File: src/rtl/muldiv_pkg.sv
// Shared types, constants and decode helpers for the iterative RV32M multiply/divide unit.
package muldiv_pkg;

  localparam int XLEN  = 32;
  localparam int ITER  = 32;
  localparam int CNT_W = 5;
  localparam logic [XLEN-1:0] DIV_ZERO_Q = 32'hFFFF_FFFF;

  typedef enum logic [2:0] {
    MD_MUL    = 3'd0,
    MD_MULH   = 3'd1,
    MD_MULHSU = 3'd2,
    MD_MULHU  = 3'd3,
    MD_DIV    = 3'd4,
    MD_DIVU   = 3'd5,
    MD_REM    = 3'd6,
    MD_REMU   = 3'd7
  } funct_e;

  typedef enum logic [1:0] {
    IDLE = 2'd0,
    CALC = 2'd1,
    FIX  = 2'd2,
    DONE = 2'd3
  } state_e;

  function automatic logic is_div(input funct_e f);
    case (f)
      MD_DIV, MD_DIVU, MD_REM, MD_REMU: return 1'b1;
      default:                          return 1'b0;
    endcase
  endfunction

  function automatic logic is_rem(input funct_e f);
    case (f)
      MD_REM, MD_REMU: return 1'b1;
      default:         return 1'b0;
    endcase
  endfunction

  // MUL is treated as unsigned: its low product half is sign-independent.
  function automatic logic is_signed_a(input funct_e f);
    case (f)
      MD_MULH, MD_MULHSU, MD_DIV, MD_REM: return 1'b1;
      default:                            return 1'b0;
    endcase
  endfunction

  function automatic logic is_signed_b(input funct_e f);
    case (f)
      MD_MULH, MD_DIV, MD_REM: return 1'b1;
      default:                 return 1'b0;
    endcase
  endfunction

endpackage

File: src/rtl/muldiv_datapath.sv
// Radix-2 iteration engine: shift-add multiply or restoring divide on unsigned magnitudes.
// acc holds {product} or {remainder, quotient}; opnd holds the addend or divisor.
module muldiv_datapath
  import muldiv_pkg::*;
(
  input  logic              clk,
  input  logic              rst,
  input  logic              load,
  input  logic              step,
  input  logic              div_mode,
  input  logic [XLEN-1:0]   load_lo,
  input  logic [XLEN-1:0]   load_opnd,
  output logic [2*XLEN-1:0] acc,
  output logic              last
);

  logic [2*XLEN-1:0] acc_r;
  logic [XLEN-1:0]   opnd_r;
  logic [CNT_W-1:0]  cnt_r;
  logic [XLEN:0]     mul_sum_s;
  logic [XLEN:0]     div_shift_s;
  logic [XLEN-1:0]   div_diff_s;
  logic              div_ge_s;
  logic [2*XLEN-1:0] acc_next_s;

  // One iteration: add-and-shift-right for multiply, shift-left-and-trial-subtract for divide.
  always_comb begin
    mul_sum_s   = {1'b0, acc_r[2*XLEN-1:XLEN]} + (acc_r[0] ? {1'b0, opnd_r} : 33'd0);
    div_shift_s = acc_r[2*XLEN-1:XLEN-1];
    div_ge_s    = (div_shift_s >= {1'b0, opnd_r});
    div_diff_s  = div_shift_s[XLEN-1:0] - opnd_r;
    if (div_mode) begin
      if (div_ge_s) begin
        acc_next_s = {div_diff_s, acc_r[XLEN-2:0], 1'b1};
      end else begin
        acc_next_s = {div_shift_s[XLEN-1:0], acc_r[XLEN-2:0], 1'b0};
      end
    end else begin
      acc_next_s = {mul_sum_s, acc_r[XLEN-1:1]};
    end
  end

  // Operand load, iteration update and step counter.
  always_ff @(posedge clk) begin
    if (!rst) begin
      acc_r  <= 64'd0;
      opnd_r <= 32'd0;
      cnt_r  <= 5'd0;
    end else if (load) begin
      acc_r  <= {32'd0, load_lo};
      opnd_r <= load_opnd;
      cnt_r  <= 5'd0;
    end else if (step) begin
      acc_r  <= acc_next_s;
      cnt_r  <= cnt_r + 5'd1;
    end else begin
      acc_r  <= acc_r;
      opnd_r <= opnd_r;
      cnt_r  <= cnt_r;
    end
  end

  assign acc  = acc_r;
  assign last = (cnt_r == 5'(ITER - 1));

endmodule

File: src/rtl/muldiv_unit.sv
// RV32M multiply/divide unit: FSM, operand decode, divide fast path, sign fix and the
// registered register-file write port.
module muldiv_unit
  import muldiv_pkg::*;
(
  input  logic            clk,
  input  logic            rst,
  input  logic            start,
  input  logic [2:0]      funct3,
  input  logic [XLEN-1:0] opA,
  input  logic [XLEN-1:0] opB,
  input  logic [4:0]      rdIn,
  input  logic            flush,
  output logic            busy,
  output logic            done,
  output logic            we,
  output logic [4:0]      wrAddr,
  output logic [XLEN-1:0] wrData
);

  state_e            state_r, next_state_s;
  funct_e            op_r, op_in_s;
  logic [4:0]        rd_r, done_addr_s;
  logic              neg_r, neg_s, sa_s, sb_s;
  logic              accept_s, special_s, load_s, step_s, last_s;
  logic [XLEN-1:0]   mag_a_s, mag_b_s, lo_s, opnd_s;
  logic [XLEN-1:0]   special_val_s, fix_val_s, quo_s, rem_s;
  logic [2*XLEN-1:0] acc_s, prod_s;
  logic              busy_r, done_r, we_r;
  logic [4:0]        wr_addr_r;
  logic [XLEN-1:0]   wr_data_r;

  // Request decode: magnitudes, result sign and divide special cases.
  always_comb begin
    op_in_s  = funct_e'(funct3);
    sa_s     = is_signed_a(op_in_s) && opA[XLEN-1];
    sb_s     = is_signed_b(op_in_s) && opB[XLEN-1];
    mag_a_s  = sa_s ? (32'd0 - opA) : opA;
    mag_b_s  = sb_s ? (32'd0 - opB) : opB;
    lo_s     = is_div(op_in_s) ? mag_a_s : mag_b_s;
    opnd_s   = is_div(op_in_s) ? mag_b_s : mag_a_s;
    neg_s    = is_rem(op_in_s) ? sa_s : (sa_s ^ sb_s);
    accept_s = (state_r == IDLE) && start && !flush;
    if (is_div(op_in_s) && (opB == 32'd0)) begin
      special_s     = 1'b1;
      special_val_s = is_rem(op_in_s) ? opA : DIV_ZERO_Q;
    end else if (is_div(op_in_s) && is_signed_a(op_in_s) &&
                 (opA == 32'h8000_0000) && (opB == 32'hFFFF_FFFF)) begin
      special_s     = 1'b1;
      special_val_s = is_rem(op_in_s) ? 32'd0 : 32'h8000_0000;
    end else begin
      special_s     = 1'b0;
      special_val_s = 32'd0;
    end
  end

  // Next-state logic and datapath control.
  always_comb begin
    next_state_s = state_r;
    load_s       = 1'b0;
    step_s       = 1'b0;
    case (state_r)
      IDLE: begin
        if (accept_s && special_s) begin
          next_state_s = DONE;
        end else if (accept_s) begin
          next_state_s = CALC;
          load_s       = 1'b1;
        end else begin
          next_state_s = IDLE;
        end
      end
      CALC: begin
        if (flush) begin
          next_state_s = IDLE;
        end else begin
          step_s       = 1'b1;
          next_state_s = last_s ? FIX : CALC;
        end
      end
      FIX:     next_state_s = flush ? IDLE : DONE;
      DONE:    next_state_s = IDLE;
      default: next_state_s = IDLE;
    endcase
  end

  // Sign correction and result selection, valid while in FIX.
  always_comb begin
    prod_s      = neg_r ? (64'd0 - acc_s) : acc_s;
    quo_s       = neg_r ? (32'd0 - acc_s[XLEN-1:0]) : acc_s[XLEN-1:0];
    rem_s       = neg_r ? (32'd0 - acc_s[2*XLEN-1:XLEN]) : acc_s[2*XLEN-1:XLEN];
    done_addr_s = (state_r == IDLE) ? rdIn : rd_r;
    case (op_r)
      MD_MUL:                        fix_val_s = prod_s[XLEN-1:0];
      MD_MULH, MD_MULHSU, MD_MULHU:  fix_val_s = prod_s[2*XLEN-1:XLEN];
      MD_DIV, MD_DIVU:               fix_val_s = quo_s;
      MD_REM, MD_REMU:               fix_val_s = rem_s;
      default:                       fix_val_s = prod_s[XLEN-1:0];
    endcase
  end

  // State register.
  always_ff @(posedge clk) begin
    if (!rst) begin
      state_r <= IDLE;
    end else begin
      state_r <= next_state_s;
    end
  end

  // Captured request and registered outputs; wrAddr/wrData hold until the next completion.
  always_ff @(posedge clk) begin
    if (!rst) begin
      op_r      <= MD_MUL;
      rd_r      <= 5'd0;
      neg_r     <= 1'b0;
      busy_r    <= 1'b0;
      done_r    <= 1'b0;
      we_r      <= 1'b0;
      wr_addr_r <= 5'd0;
      wr_data_r <= 32'd0;
    end else begin
      busy_r <= (next_state_s != IDLE);
      done_r <= (next_state_s == DONE);
      we_r   <= (next_state_s == DONE) && (done_addr_s != 5'd0);
      if (accept_s) begin
        op_r  <= op_in_s;
        rd_r  <= rdIn;
        neg_r <= neg_s;
      end else begin
        op_r  <= op_r;
        rd_r  <= rd_r;
        neg_r <= neg_r;
      end
      if (accept_s && special_s) begin
        wr_addr_r <= rdIn;
        wr_data_r <= special_val_s;
      end else if ((state_r == FIX) && !flush) begin
        wr_addr_r <= rd_r;
        wr_data_r <= fix_val_s;
      end else begin
        wr_addr_r <= wr_addr_r;
        wr_data_r <= wr_data_r;
      end
    end
  end

  muldiv_datapath u_datapath (
    .clk       (clk),
    .rst       (rst),
    .load      (load_s),
    .step      (step_s),
    .div_mode  (is_div(op_r)),
    .load_lo   (lo_s),
    .load_opnd (opnd_s),
    .acc       (acc_s),
    .last      (last_s)
  );

  assign busy   = busy_r;
  assign done   = done_r;
  assign we     = we_r;
  assign wrAddr = wr_addr_r;
  assign wrData = wr_data_r;

endmodule

File: config.mk
export PLATFORM = sky130hd
export DESIGN_NAME = muldiv_unit
export DESIGN_NICKNAME = d
export VERILOG_FILES = /design/src/rtl/muldiv_pkg.sv /design/src/rtl/muldiv_datapath.sv /design/src/rtl/muldiv_unit.sv
export SDC_FILE = /design/constraint.sdc
export NUM_CORES = 1
export LEC_CHECK = 0
export ABC_CLOCK_PERIOD_IN_PS = 6600
export BUFFER_PORTS_ARGS = -buffer_cell sky130_fd_sc_hd__buf_4
export CAP_MARGIN = 20
export CORE_UTILIZATION = 60
export DETAILED_ROUTE_END_ITERATION = 6
export PLACE_DENSITY = 0.82
export SYNTH_ARGS = -nofsm -noshare
export SYNTH_HDL_FRONTEND = slang
export SYNTH_SLANG_ARGS = --single-unit
File: constraint.sdc
create_clock -name clk -period 6.6 [get_ports clk]
set_input_delay 1.32 -clock clk [delete_from_list [all_inputs] [get_ports clk]]
set_output_delay 1.32 -clock clk [all_outputs]
set_load 0.005 [all_outputs]
==> results.txt, run 1 <==
status -> finished with violations
failing checks -> DRC
critical-path cell list -> buf_4 > inv_1 > ha_1 > or3b_2 > nor4_1 > and3_1 > nand2_1 > o21ai_0 > nand2_1 > nand2_1 > nor2_1 > a2111oi_0
Worst Setup End Kind -> flop
global-route wire length before repair -> 83500 µm
GP Congestion -> 1.05
Mapped Area -> 0.0147 mm²
period utilization -> 76.3%
pwr dens -> 185 mW/mm²
Post-CTS Hold Buffers -> 0
Largest stage delay, worst path -> 0.69 ns
Buf/Inv on CP -> 2
Post-Synthesis Cells -> 2105
EDFF count, synth -> 0
Tot GR Track Use -> 44.0%
crit path from -> opA[0]
Clock Path Buffers -> 2
Vias/cell -> 6.79
total negative slack -> 0 ns
max-slew violations -> 0
area delta synth->final -> 10.2%
layout cell share with drive strength beyond 1 -> 9.67%
WP data arrival -> 5.34 ns
clock slew at reported path FFs -> 0.08 ns
HP Class -> reg2reg
post-layout util -> 68.3%
initial drt markers -> 2400
post-CTS sizing -> 0
Row Count -> 56
Detail Route Antenna Nets -> 0
fin cells -> 2442
Final #Nets -> 2257
final wirelength -> 55800 µm
ys flop type -> dfxtp_1
Req. time, crit path -> 6.91 ns
Filler Cell Count -> 2122
fin crit period -> 5.03 ns
Post-synth ARST share -> 0%
core area -> 0.0238 mm²
leak pwr -> 6.35 nW
Die ar. -> 0.0252 mm²
Worst setup SP type -> primary input
Inst Count DP -> 2408
top-area cell type share of the netlist area -> 20.7%
final hold viol count -> 0
CP Class -> in2reg
Avg Cell Area, Syn -> 7.00 µm²
die width -> 159 µm
Mapped Nets -> 2254
Critical Path Slowest Stage Cell -> o21ai_0
flop and latch count out of synthesis -> 152
vias in the first global route -> 14700
remaining global-route overflow -> 0
VDD IR max -> 0.114 mV
hold_sp -> u_datapath.opnd_r[10]$_SDFFE_PN0N_
Clk Tree Root Cell -> clkbuf_16
sequential element share of the synthesized area -> 20.7%
wire per inst -> 22.8 µm
initial cell density of the core -> 62.0%
antenna violations before repair -> 0
first drt pass iteration count -> 7
Max H-tree Level -> 4
via count -> 16600
RSZ-0062 raised after global routing -> no
CTS Buf Count -> 17
largest net degree at the start of global routing -> 79
crit-path most repeated cell -> nand2_1
num ports -> 116
Max-slew headroom -> 34.3%
final number of setup-violating endpoints -> 0
Synth warnings -> 0
f_max -> 0.199 GHz
worst-margin pin slew -> 0.977 ns
R2R Path Start -> u_datapath.acc[16]$_SDFFE_PN0P_
CTS Sinks -> 152
number of max-cap violations -> 0
clk_skew -> 0.0169 ns
post-CTS setup buffers -> 0
Synth cell types -> 69
cell taking the most area after synthesis -> dfxtp_1
port bufs -> 115
clock latency at the later pin of the worst-skew pair -> 0.45 ns
CP max FO -> 24
Residual DRC -> 7
Die Span Y -> 159 µm
Area contributors post-synth -> dfxtp_1 21%, a21oi_1 6.8%, nand2_1 6.5%
CTS tree -> yes
Post-DP HPWL -> 42600 µm
CP top delay family -> simple AND/OR/NAND/NOR gates
## path summary, 6_finish.rpt
path / end / slack (ns) / cells after the start
hold reg to reg: u_datapath.opnd_r[10]$_SDFFE_PN0N_ / 0.45 / 2
hold / removal: u_datapath.opnd_r[10]$_SDFFE_PN0N_ / 0.45 / 2
setup reg to reg: wrData[29]$_SDFFE_PN0P_ / 2.33 / 9
setup / recovery: wrData[24]$_SDFFE_PN0P_ / 1.57 / 12
## routing by layer
layer / share of wire, % / global-route usage (%) / up-vias
met3: 12 / 10.6 / 186
li1: - / - / 7655
met2: 42 / 64.9 / 1039
met1: 41 / 59.5 / 7706
met4: 5.1 / 21.7 / 0
met5: 0 / 0 / -
## worst min-delay path, delay by kind of cell (launching register included)
kind	cells	cell delay (ns)
AO/OA/AOI/OAI	1	0.05
flip-flops	1	0.31
AND/OR/NAND/NOR	1	0.05
## where the power goes
part           total, mW  switching (mW)  leakage, nW  internal [mW]
Combinational      0.973           0.611         4.83          0.362
Clock               1.00           0.466        0.284          0.537
Sequential          1.02          0.0701         1.24          0.951
## layout make-up
class	instances	area (µm²)	area share (%)
multi-input combinational	1731	10900	67.0
sequential	152	3050	18.8
timing repair buffer	142	1080	6.65
clock buffer	18	429	2.64
tap	319	399	2.46
inverter	64	240	1.48
clock inverter	14	155	0.956
antenna	2	5.00	0.0308
## cells in the final DEF (no fill, tap or decap), types with 19 or more instances in the layout
master,instances
xor2_1,72
xnor2_1,98
o31ai_1,34
o21ai_0,177
dfxtp_1,150
ha_1,71
a31oi_1,23
a21oi_1,199
nand2_1,255
a21o_1,28
o211ai_1,65
nand3_1,40
nor2_1,190
nor3_1,56
buf_4,141
nand4_1,29
a211oi_1,41
or3_1,27
nor4_1,19
mux2i_1,57
inv_1,63
## registers in the layout (all words and copies together) (netlist names)
| name | flops |
|---|---|
| we | 1 |
| u_datapath.opnd_r | 32 |
| op_r | 3 |
| done | 1 |
| busy | 1 |
| neg_r | 1 |
| state_r | 2 |
| wrAddr | 5 |
| wrData | 32 |
| u_datapath.acc | 64 |
| rd_r | 5 |
| u_datapath.cnt_r | 5 |
## metrics by stage
step / setup WS [ns] / power, mW / cell area (µm²) / hold slack (ns)
after global placement: 1.45 / 1.96 / 15600 / 0.440
final: 1.57 / 3.00 / 16200 / 0.454
after CTS: 1.67 / 2.96 / 16200 / 0.455
after global routing: 1.04 / 3.10 / 16200 / 0.467
after floorplan: 2.42 / 1.68 / 14700 / 0.432
after detailed placement: 1.20 / 1.97 / 15600 / 0.444
## cells by family after synthesis
group                    share of synthesized area (%)
AO/OA/AOI/OAI                                     29.6
XOR/XNOR                                          10.1
adder cells (fa/ha/maj)                           6.30
buffers and inverters                             5.72
flip-flops                                        20.7
multiplexers                                      4.26
AND/OR/NAND/NOR                                   23.3
## cells in the mapped netlist (7+ instances only)
| cell type | n |
|---|---|
| nand2_1 | 255 |
| a21oi_1 | 199 |
| nor2_1 | 191 |
| o21ai_0 | 177 |
| dfxtp_1 | 152 |
| clkbuf_1 | 150 |
| xnor2_1 | 98 |
| xor2_1 | 72 |
| ha_1 | 71 |
| o211ai_1 | 65 |
| inv_1 | 63 |
| mux2i_1 | 57 |
| nor3_1 | 56 |
| a211oi_1 | 41 |
| nand3_1 | 40 |
| o31ai_1 | 34 |
| nand4_1 | 29 |
| a21o_1 | 28 |
| or3_1 | 27 |
| a31oi_1 | 23 |
| nor4_1 | 19 |
| and2_1 | 18 |
| nor2b_1 | 18 |
| or4_1 | 17 |
| a2111oi_0 | 15 |
| nand2b_1 | 13 |
| o21a_1 | 13 |
| o41ai_1 | 12 |
| a311oi_1 | 10 |
| and3_1 | 10 |
| nand3b_1 | 9 |
| o21bai_1 | 9 |
| o221ai_1 | 9 |
| a21boi_0 | 8 |
| nor3b_1 | 8 |
| a221oi_1 | 7 |
| o211a_1 | 7 |
| or2_2 | 7 |
No activity file was read; power rests on OpenSTA's default activity.
==> inputs of run 2 (changes only) <==
Settings changed: ABC_CLOCK_PERIOD_IN_PS 6600 to 4880.
Clock period 6.6 ns to 4.88 ns, I/O delays scaled along.
==> results.txt, run 2 (same netlist as run 1, synthesis figures left out) <==
wire per inst -> 23.0 µm (+0.91%)
f_max -> 0.230 GHz
fin crit period -> 4.34 ns
CTS Sinks -> 152 (unchanged)
Max H-tree Level -> 4 (unchanged)
Worst Setup End Kind -> flop
final hold viol count -> 0 (unchanged)
R2R depth -> 9 (unchanged)
critical-path cell list -> buf_4 > inv_1 > ha_1 > or3b_2 > nor4_1 > and3_1 > nand2_1 > o21ai_0 > buf_4 > nand2_1 > nand2_1 > nor2_1 > a2111oi_0
commonest non-fill, non-tap cell in the layout -> nand2_1
CTS Buf Count -> 17 (unchanged)
HP Class -> reg2reg
worst-margin pin slew -> 0.964 ns (-0.0126 ns)
Residual DRC -> 0 (-7)
setup ws final -> 0.540 ns (-1.03 ns)
num ports -> 116 (unchanged)
pwr dens -> 249 mW/mm² (+35%)
Detail Route Antenna Nets -> 0 (unchanged)
via count -> 16800 (+1.3%)
number of max-cap violations -> 0 (unchanged)
hold_sp -> wrAddr[1]$_SDFFE_PN0P_
hold endpoint -> wrAddr[1]$_SDFFE_PN0P_
period utilization -> 88.9%
Final #Nets -> 2278 (+0.93%)
total negative slack -> 0 ns (unchanged)
initial cell density of the core -> 62.0% (unchanged)
Post-DP HPWL -> 43600 µm (+2.3%)
layout cell share with drive strength beyond 1 -> 10.6% (+0.93 points)
ANT cells -> 0 (-2)
Clock Path Buffers -> 2 (unchanged)
leak pwr -> 6.48 nW (+2.0%)
Die ar. -> 0.0252 mm² (unchanged)
clock latency at the later pin of the worst-skew pair -> 0.44 ns (about the same)
R2R Path Start -> u_datapath.acc[16]$_SDFFE_PN0P_
commonest non-fill, non-tap cells in the layout -> 255 x nand2_1, 199 x a21oi_1, 190 x nor2_1
dpl ws -> 0.282 ns (-0.917 ns)
Critical Path Slowest Stage Cell -> nand2_1
crit-path most repeated cell -> nand2_1
global-route wire length before repair -> 84900 µm (+1.6%)
Die Span Y -> 159 µm (unchanged)
status -> completed
clk_skew -> 0.0135 ns (-0.00338 ns)
CP Class -> in2reg
Req. time, crit path -> 5.17 ns (-1.74 ns)
Clk Tree Root Cell -> clkbuf_16
CTS tree -> yes
VDD IR max -> 0.225 mV (+97%)
GP Congestion -> 1.07 (+1.6%)
Worst setup SP type -> primary input
antenna violations before repair -> 0 (unchanged)
WP data arrival -> 4.63 ns (-0.71 ns)
worst hold stages -> 2 (unchanged)
largest net degree at the start of global routing -> 81 (+2.5%)
final wirelength -> 56700 µm (+1.7%)
Pwr Total -> 4.09 mW (+37%)
port bufs -> 115 (unchanged)
max reg flops -> 64 (unchanged)
post-CTS sizing -> 0 (unchanged)
Reg-to-Reg End -> wrData[29]$_SDFFE_PN0P_
r2r setup slk -> 0.62 ns (-1.71 ns)
Tot GR Track Use -> 44.8% (+0.82 points)
post-layout util -> 69.1% (+0.77 points)
core area -> 0.0238 mm² (unchanged)
crit path from -> opA[0]
Max-slew headroom -> 35.7% (+1.3 points)
Vias/cell -> 6.83 (+0.54%)
vias in the first global route -> 14800 (+0.98%)
max-slew violations -> 0 (unchanged)
clock slew at reported path FFs -> 0.08 ns (about the same)
final number of setup-violating endpoints -> 0 (unchanged)
remaining global-route overflow -> 0 (unchanged)
first drt pass iteration count -> 7 (unchanged)
die width -> 159 µm (unchanged)
post-CTS setup buffers -> 0 (unchanged)
area delta synth->final -> 11.4%
RSZ-0062 raised after global routing -> no
Hold Slack -> 0.457 ns (+0.00254 ns)
Largest stage delay, worst path -> 0.53 ns (-0.16 ns)
Post-CTS Hold Buffers -> 0 (unchanged)
initial drt markers -> 2499 (+4.1%)
Filler Cell Count -> 2041 (-3.8%)
Row Count -> 56 (unchanged)
CP max FO -> 17 (-29%)
[run 2: cell types whose count changed in the layout (fill, tap and decap cells not counted)]
cell / before / now
inv_6: 7 / 5
buf_4: 141 / 160
diode_2: 2 / 0
bufinv_16: 1 / 0
clkbuf_1: 1 / 0
inv_8: 2 / 5
clkinvlp_4: 1 / 0
clkinv_8: 1 / 2
buf_12: 1 / 3
clkbuf_8: 0 / 1
[run 2: area by class of cell]
class	count	area, µm²	share of cell area [%]
Multi-Input combinational cell	1731	10900	66.3
Sequential cell	152	3050	18.6
Timing Repair Buffer	163	1260	7.69
Clock buffer	18	439	2.68
Tap cell	319	399	2.43
Inverter	64	240	1.46
Clock inverter	14	150	0.915
[run 2: worst max-delay path by stage]
stage	end	slack (ns)	cells after the start
3_5_place_dp	wrData[21]$_SDFFE_PN0P_	0.28	13
5_1_grt	wrData[21]$_SDFFE_PN0P_	0.20	13
3_3_place_gp	wrData[20]$_SDFFE_PN0P_	0.48	13
6_report	wrData[21]$_SDFFE_PN0P_	0.54	13
4_1_cts	wrData[21]$_SDFFE_PN0P_	0.68	13
2_1_floorplan	wrData[30]$_SDFFE_PN0P_	1.04	12
[run 2: stage by stage]
stage / cell area [µm²] / std cells
floorplan: 14700 / 2105
global placement: 15800 / 2428
detailed placement: 15800 / 2428
CTS: 16400 / 2460
global route: 16400 / 2461
finish: 16400 / 2461
[run 2: layer usage]
metal | share of wire (%) | global-route usage, % | vias to the layer above | wire length, µm
li1 | - | - | 7700 | -
met1 | 41 | 61.7 | 7818 | 23500
met2 | 41 | 64.4 | 1085 | 23300
met3 | 12 | 10.8 | 203 | 6830
met4 | 5.4 | 22.9 | 0 | 3080
met5 | 0 | 0 | - | 0
[run 2: where the power goes]
group / switching [mW] / internal [mW]
sequential: 0.0784 / 1.29
combinational: 0.860 / 0.502
clock: 0.666 / 0.701
total: 1.60 / 2.49
[run 2: worst max-delay path, delay by kind of cell]
kind,cells,cell delay (ns)
buf+inv,3,0.45
compound gates,2,0.80
fa+ha+maj,1,0.18
simple gates,7,2.21
